$ cat src/rtl/branch_predictor_if.sv
// Fetch/EX-side bundle of the branch predictor.
// Pipeline drives as master; the predictor is the slave.
interface branch_predictor_if #(
  parameter int PHT_IDX_W = 6
);
  logic [31:0]          IF_pc;
  logic                 IF_btb_b_hit;
  logic                 IF_btb_j_hit;
  logic [31:0]          IF_btb_target;
  logic                 IF_gbc_predict_taken;
  logic [PHT_IDX_W-1:0] IF_pht_idx;
  logic                 EX_is_branch;
  logic                 EX_is_jal;
  logic [31:0]          EX_pc;
  logic [31:0]          EX_target;
  logic                 EX_actual_taken;
  logic                 EX_predict_taken;
  logic [PHT_IDX_W-1:0] EX_pht_idx;
  logic [31:0]          perf_branch_cnt;
  logic [31:0]          perf_mispredict_cnt;

  modport master (
    output IF_pc,
    output EX_is_branch,
    output EX_is_jal,
    output EX_pc,
    output EX_target,
    output EX_actual_taken,
    output EX_predict_taken,
    output EX_pht_idx,
    input  IF_btb_b_hit,
    input  IF_btb_j_hit,
    input  IF_btb_target,
    input  IF_gbc_predict_taken,
    input  IF_pht_idx,
    input  perf_branch_cnt,
    input  perf_mispredict_cnt
  );

  modport slave (
    input  IF_pc,
    input  EX_is_branch,
    input  EX_is_jal,
    input  EX_pc,
    input  EX_target,
    input  EX_actual_taken,
    input  EX_predict_taken,
    input  EX_pht_idx,
    output IF_btb_b_hit,
    output IF_btb_j_hit,
    output IF_btb_target,
    output IF_gbc_predict_taken,
    output IF_pht_idx,
    output perf_branch_cnt,
    output perf_mispredict_cnt
  );
endinterface

$ cat src/rtl/branch_predictor.sv
// Fetch-stage predictor: direct-mapped BTB plus gshare PHT.
// Trained non-speculatively from resolved EX-stage branches/JALs.
module branch_predictor #(
  parameter int BTB_IDX_W = 4,
  parameter int PHT_IDX_W = 6
) (
  input  logic             clk,
  input  logic             rst,
  branch_predictor_if.slave bp
);

  localparam int BTB_N = 1 << BTB_IDX_W;
  localparam int PHT_N = 1 << PHT_IDX_W;
  localparam int TAG_W = 32 - BTB_IDX_W - 2;

  logic [BTB_N-1:0] btb_vld;
  logic [BTB_N-1:0] btb_jal;
  logic [TAG_W-1:0] btb_tag [BTB_N];
  logic [31:0]      btb_tgt [BTB_N];
  logic [1:0]       pht     [PHT_N];
  logic [PHT_IDX_W-1:0] ghr;

  logic [BTB_IDX_W-1:0] if_idx;
  logic [TAG_W-1:0]     if_tag;
  logic                 if_hit;
  logic [PHT_IDX_W-1:0] if_pht_idx;

  logic [BTB_IDX_W-1:0] ex_idx;
  logic [TAG_W-1:0]     ex_tag;
  logic                 btb_we;
  logic                 btb_we_jal;
  logic                 pht_we;
  logic [1:0]           pht_cur;
  logic [1:0]           pht_nxt;

  logic unused_pc_lsb;
  assign unused_pc_lsb = ^{bp.IF_pc[1:0], bp.EX_pc[1:0]};

  assign if_idx = bp.IF_pc[BTB_IDX_W+1:2];
  assign if_tag = bp.IF_pc[31:BTB_IDX_W+2];
  assign ex_idx = bp.EX_pc[BTB_IDX_W+1:2];
  assign ex_tag = bp.EX_pc[31:BTB_IDX_W+2];

  assign if_pht_idx = bp.IF_pc[PHT_IDX_W+1:2] ^ ghr;

  // Combinational BTB/PHT lookup against pre-update contents
  always_comb begin
    if_hit = btb_vld[if_idx] && (btb_tag[if_idx] == if_tag);
    bp.IF_btb_b_hit = if_hit && !btb_jal[if_idx];
    bp.IF_btb_j_hit = if_hit && btb_jal[if_idx];
    bp.IF_btb_target = if_hit ? btb_tgt[if_idx] : 32'd0;
    bp.IF_pht_idx = if_pht_idx;
    bp.IF_gbc_predict_taken = pht[if_pht_idx][1];
  end

  // Decode EX resolution into write enables; branch wins over JAL
  always_comb begin
    btb_we     = 1'b0;
    btb_we_jal = 1'b0;
    pht_we     = 1'b0;
    priority case (1'b1)
      bp.EX_is_branch: begin
        btb_we = bp.EX_actual_taken;
        pht_we = 1'b1;
      end
      bp.EX_is_jal: begin
        btb_we     = 1'b1;
        btb_we_jal = 1'b1;
      end
      default: ;
    endcase
  end

  // Saturating 2-bit counter step
  always_comb begin
    pht_cur = pht[bp.EX_pht_idx];
    pht_nxt = pht_cur;
    if (bp.EX_actual_taken) begin
      if (pht_cur != 2'b11) pht_nxt = pht_cur + 2'd1;
    end else begin
      if (pht_cur != 2'b00) pht_nxt = pht_cur - 2'd1;
    end
  end

  // BTB fill; taken branches and JALs replace any alias
  always_ff @(posedge clk or negedge rst) begin
    if (!rst) begin
      btb_vld <= '0;
      btb_jal <= '0;
      for (int i = 0; i < BTB_N; i++) begin
        btb_tag[i] <= '0;
        btb_tgt[i] <= '0;
      end
    end else if (btb_we) begin
      btb_vld[ex_idx] <= 1'b1;
      btb_jal[ex_idx] <= btb_we_jal;
      btb_tag[ex_idx] <= ex_tag;
      btb_tgt[ex_idx] <= bp.EX_target;
    end
  end

  // PHT counters train on every resolved branch
  always_ff @(posedge clk or negedge rst) begin
    if (!rst) begin
      for (int i = 0; i < PHT_N; i++) pht[i] <= 2'b01;
    end else if (pht_we) begin
      pht[bp.EX_pht_idx] <= pht_nxt;
    end
  end

  // Global history shifts in resolved outcomes only
  always_ff @(posedge clk or negedge rst) begin
    if (!rst) begin
      ghr <= '0;
    end else if (pht_we) begin
      ghr <= {ghr[PHT_IDX_W-2:0], bp.EX_actual_taken};
    end
  end

  // Branch and mispredict performance counters (wrap at 2^32)
  always_ff @(posedge clk or negedge rst) begin
    if (!rst) begin
      bp.perf_branch_cnt     <= '0;
      bp.perf_mispredict_cnt <= '0;
    end else if (pht_we) begin
      bp.perf_branch_cnt <= bp.perf_branch_cnt + 32'd1;
      if (bp.EX_predict_taken != bp.EX_actual_taken)
        bp.perf_mispredict_cnt <= bp.perf_mispredict_cnt + 32'd1;
    end
  end

endmodule

$ cat src/flat_wrapper.sv
// flat-port wrapper written by rule: the top's interface ports become plain ports
module branch_predictor_flat 
#(
  parameter int BTB_IDX_W = 4,
  parameter int PHT_IDX_W = 6
)
  (clk, rst, bp_IF_pc, bp_EX_is_branch, bp_EX_is_jal, bp_EX_pc, bp_EX_target, bp_EX_actual_taken, bp_EX_predict_taken, bp_EX_pht_idx, bp_IF_btb_b_hit, bp_IF_btb_j_hit, bp_IF_btb_target, bp_IF_gbc_predict_taken, bp_IF_pht_idx, bp_perf_branch_cnt, bp_perf_mispredict_cnt);
  branch_predictor_if #(.PHT_IDX_W(PHT_IDX_W)) bp_i ();
  input  logic clk;
  input  logic rst;
  input wire logic [$bits(bp_i.IF_pc)-1:0] bp_IF_pc;
  input wire logic [$bits(bp_i.EX_is_branch)-1:0] bp_EX_is_branch;
  input wire logic [$bits(bp_i.EX_is_jal)-1:0] bp_EX_is_jal;
  input wire logic [$bits(bp_i.EX_pc)-1:0] bp_EX_pc;
  input wire logic [$bits(bp_i.EX_target)-1:0] bp_EX_target;
  input wire logic [$bits(bp_i.EX_actual_taken)-1:0] bp_EX_actual_taken;
  input wire logic [$bits(bp_i.EX_predict_taken)-1:0] bp_EX_predict_taken;
  input wire logic [$bits(bp_i.EX_pht_idx)-1:0] bp_EX_pht_idx;
  output wire logic [$bits(bp_i.IF_btb_b_hit)-1:0] bp_IF_btb_b_hit;
  output wire logic [$bits(bp_i.IF_btb_j_hit)-1:0] bp_IF_btb_j_hit;
  output wire logic [$bits(bp_i.IF_btb_target)-1:0] bp_IF_btb_target;
  output wire logic [$bits(bp_i.IF_gbc_predict_taken)-1:0] bp_IF_gbc_predict_taken;
  output wire logic [$bits(bp_i.IF_pht_idx)-1:0] bp_IF_pht_idx;
  output wire logic [$bits(bp_i.perf_branch_cnt)-1:0] bp_perf_branch_cnt;
  output wire logic [$bits(bp_i.perf_mispredict_cnt)-1:0] bp_perf_mispredict_cnt;
  assign bp_i.IF_pc = bp_IF_pc;
  assign bp_i.EX_is_branch = bp_EX_is_branch;
  assign bp_i.EX_is_jal = bp_EX_is_jal;
  assign bp_i.EX_pc = bp_EX_pc;
  assign bp_i.EX_target = bp_EX_target;
  assign bp_i.EX_actual_taken = bp_EX_actual_taken;
  assign bp_i.EX_predict_taken = bp_EX_predict_taken;
  assign bp_i.EX_pht_idx = bp_EX_pht_idx;
  assign bp_IF_btb_b_hit = bp_i.IF_btb_b_hit;
  assign bp_IF_btb_j_hit = bp_i.IF_btb_j_hit;
  assign bp_IF_btb_target = bp_i.IF_btb_target;
  assign bp_IF_gbc_predict_taken = bp_i.IF_gbc_predict_taken;
  assign bp_IF_pht_idx = bp_i.IF_pht_idx;
  assign bp_perf_branch_cnt = bp_i.perf_branch_cnt;
  assign bp_perf_mispredict_cnt = bp_i.perf_mispredict_cnt;
  branch_predictor #(.BTB_IDX_W(BTB_IDX_W), .PHT_IDX_W(PHT_IDX_W)) u_core (.clk(clk), .rst(rst), .bp(bp_i));
endmodule
$ cat config.mk
export PLATFORM = sky130hd
export DESIGN_NAME = branch_predictor_flat
export DESIGN_NICKNAME = d
export VERILOG_FILES = /design/src/rtl/branch_predictor_if.sv /design/src/rtl/branch_predictor.sv /design/src/flat_wrapper.sv
export SDC_FILE = /design/constraint.sdc
export NUM_CORES = 2
export LEC_CHECK = 0
export CORE_MARGIN = 2
export CORE_UTILIZATION = 60
export DETAILED_ROUTE_END_ITERATION = 10
export PLACE_DENSITY = 0.79
export SYNTH_ARGS = -nofsm -noshare
export SYNTH_HDL_FRONTEND = slang
export SYNTH_SLANG_ARGS = --single-unit
$ cat constraint.sdc
create_clock -name clk -period 5 [get_ports clk]
set_input_delay 0.75 -clock clk [delete_from_list [all_inputs] [get_ports clk]]
set_output_delay 0.75 -clock clk [all_outputs]
set_load 0.01 [all_outputs]
==> results.md <==
* Minimum clock period at 4.93 ns
* Storage element area at 29,100 µm²
* Tot GR Track Use at 29.4%
* Root buf cell: clkbuf_16
* Height of the die at 304 µm
* Least-Margin Pin Slew at 1.12 ns
* Worst Hold Path EP: u_core.btb_vld[10]
* Ys Warns at 0
* DR vias at 31,900
* CTS clock-pin slew for the worst setup and hold paths at 0.06 ns
* Worst R2R End: u_core.pht[41]
* Data arrival, critical path at 4.18 ns
* CP required at 4.25 ns
* Total CTS buffers at 117
* Share of cells above drive strength 1 at 47.9%
* H-tree levels at 3
* Die width at 304 µm
* Synthesis-stage register bit count at 1,158
* Number of DRC markers in iteration 0 at 2,503
* Area Overhead vs Synth at 14.0%
* Final nets at 3,786
* Number of enable flip-flop cells after synthesis at 0
* Clock sink count at 1,158
* Reg2Reg Launch Point: u_core.pht[83]
* Final hold viol count at 0
* Core Area at 89,600 µm²
* Final core utilization at 68.7%
* Worst Hold Class: flop to flop
* Clock Latency Late Sink at 0.71 ns
* Crit path max fanout at 34
* Via density at 6.44
* Mapped Area at 54,000 µm²
* Post-DP HPWL at 80,600 µm
* Final WL at 134,000 µm
* Register area share after synthesis at 53.8%
* Period utilization at 98.5%
* Element type at the critical path end: primary output
* Largest cells by area after synthesis: dfrtp_1 51%, mux2_2 22%, mux4_2 12%, dfstp_2 3.1%, clkbuf_1 1.4%
* Fill cells at 5,782
* CTS tree: done
* Largest net degree at the start of global routing at 196
* Leakage at 0.0260 µW
* Reg2reg path depth at 7
* Die Area at 92,400 µm²
* Max Clk Rate at 0.203 GHz
* Multi-input logic area at 23,600 µm²
* Row cnt at 110
* Net Count, Synth at 3,644
* Ys async rst share at 100%
* Number of I/O port buffers at 208
* Num ports at 213
* Post-synth cell types at 68
* Share of the synthesized area in the top cell type at 50.7%
* Starting Density at 60.3%
* Antenna violations before repair at 10
* DRC errors left at 0
* Leading area contributor after synthesis: dfrtp_1
* Kind of critical path: input pin to primary output
* GRT Residual Overflow at 0
* Routed Antenna Nets at 0
* Cell Area, Placed at 57,500 µm²
* Syn Inst Count at 3,534
* Router iterations before antenna repair at 5
* Worst VDD drop at 0.334 mV
* Hold path cells at 1
* Vias in the first global route at 34,600
* Status: complete, no violations
* Worst clock skew at 0.0125 ns
* Ys flop type: dfrtp_1
* First-pass GRT wire length at 209,000 µm
* Hold Crit Start: u_core.btb_vld[10]
* Most frequent cells in the layout: 1,094 x dfrtp_1, 1,076 x mux2_2, 294 x mux4_2
* Most common cell after layout, fill and taps aside: dfrtp_1
* Max-cap violations at 0
* R2R setup slack at 1.89 ns
* Slew Viols, Final at 0
* Synth Area per Inst at 15.3 µm²
* Placer Congestion at 0.864
* Pwr dens at 431 nW/µm²
* CP startpoint kind: input pin
* Slew headroom at 25.0%
* Final setup fails at 0
* DR WL/cell at 27.1 µm
* Post-CTS Setup Bufs at 0
* Final design instance area without fill at 61,500 µm²
* Max Root-Sink Buffers at 3
[synth_stat cells, types with 6 or more instances]
| cell | number |
|---|---|
| a211oi_1 | 10 |
| a21oi_1 | 11 |
| a221oi_1 | 11 |
| a22oi_1 | 12 |
| a31oi_1 | 9 |
| a32oi_1 | 6 |
| and2_1 | 11 |
| and3_1 | 29 |
| buf_1 | 18 |
| buf_2 | 44 |
| buf_6 | 24 |
| clkbuf_1 | 196 |
| dfrtp_1 | 1094 |
| dfstp_2 | 64 |
| inv_1 | 24 |
| mux2_2 | 1076 |
| mux2i_1 | 68 |
| mux4_2 | 294 |
| nand2_1 | 124 |
| nand2b_1 | 15 |
| nand3_1 | 29 |
| nand3b_1 | 6 |
| nand4_1 | 14 |
| nor2_1 | 68 |
| nor2b_1 | 15 |
| nor3_1 | 17 |
| nor4_1 | 6 |
| nor4_2 | 30 |
| o21ai_0 | 12 |
| o22ai_1 | 7 |
| or2_2 | 17 |
| xnor2_1 | 64 |
| xor2_1 | 37 |
[where the power goes]
group / switching [µW] / leakage [µW] / internal, µW
clock network: 3740 / 0.00192 / 5040
registers: 1160 / 0.0143 / 11600
logic: 1930 / 0.00977 / 3060
[through the flow]
step	hold WS (ns)	TNS [ns]	worst slack, ns	power (µW)	std cells
6_report	0.466	0	0.0735	26500	4952
5_1_grt	0.481	-0.0253	-0.0253	27600	4952
4_1_cts	0.466	0	0.00899	26600	4948
3_5_place_dp	0.452	-11.65	-0.401	17800	4731
3_3_place_gp	0.445	-9.11	-0.306	17300	4731
2_1_floorplan	0.429	0	0.828	16100	3534
[logic make-up (layout without fill, tap and decap cells)]
family / after synthesis / in the layout / share of synthesized area, %
compound gates: 114 / 114 / 1.59
flops: 1158 / 1158 / 53.8
fa+ha+maj: 4 / 4 / 0.0973
mux: 1442 / 1442 / 36.1
other cells: 0 / 3 / 0
buf+inv: 312 / 551 / 2.67
simple gates: 403 / 403 / 4.11
xor+xnor: 101 / 101 / 1.64
[layer usage]
layer  GRT usage (%)  part of all wire, %  routed length (µm)
met1            40.1                   41               55800
met2            49.1                   50               67800
met3            4.46                  5.2                7000
met4            9.05                  2.8                3740
met5               0                0.057                  77
[registers in the layout, summed over array words and instances (netlist names)]
name and flops:
u_core.bp.perf_branch_cnt 32, u_core.bp.perf_mispredict_cnt 32, u_core.btb_jal 16, u_core.btb_tag 416, u_core.btb_tgt 512, u_core.btb_vld 16, u_core.ghr 6, u_core.pht 128
[how the worst max path moves through the flow]
stage                         endpoint  slack, ns  cells past startpoint           startpoint
2_1_floorplan  bp_IF_gbc_predict_taken       0.83                      8          bp_IF_pc[2]
4_1_cts           bp_IF_btb_target[17]      0.009                     12          bp_IF_pc[3]
5_1_grt           bp_IF_btb_target[17]      -0.03                      8  u_core.btb_tag[258]
3_5_place_dp      bp_IF_btb_target[27]      -0.40                     13          bp_IF_pc[3]
6_report          bp_IF_btb_target[29]       0.07                      9          bp_IF_pc[3]
3_3_place_gp      bp_IF_btb_target[26]      -0.31                     13          bp_IF_pc[3]
[cell type report]
cell class,count,share of cell area (%)
Clock buffer,174,5.54
Tap cell,1176,2.39
Timing Repair Buffer,311,5.47
Multi-Input combinational cell,2064,38.4
Inverter,24,0.150
Antenna cell,3,0.0122
Sequential cell,1158,47.2
Clock inverter,42,0.793
[critical path, stage by stage]
cell	delay [ns]
buf_8	0.25
mux4_2	0.55
mux4_2	0.55
xor2_1	0.23
nor4_2	0.35
nand4_1	0.21
buf_12	0.23
nor4_2	0.33
clkdlybuf4s50_1	0.61
[what timing repair did]
| item | CTS | global route |
|---|---|---|
| endpoints found under the setup margin | 34 | 34 |
| cloned | 0 | 2 |
| resized for setup | 3 | 9 |
| hold endpoints to repair | 26 | 0 |
| hold buffers | 1 | 0 |
Note: power is estimated with default switching activity, not from simulation.
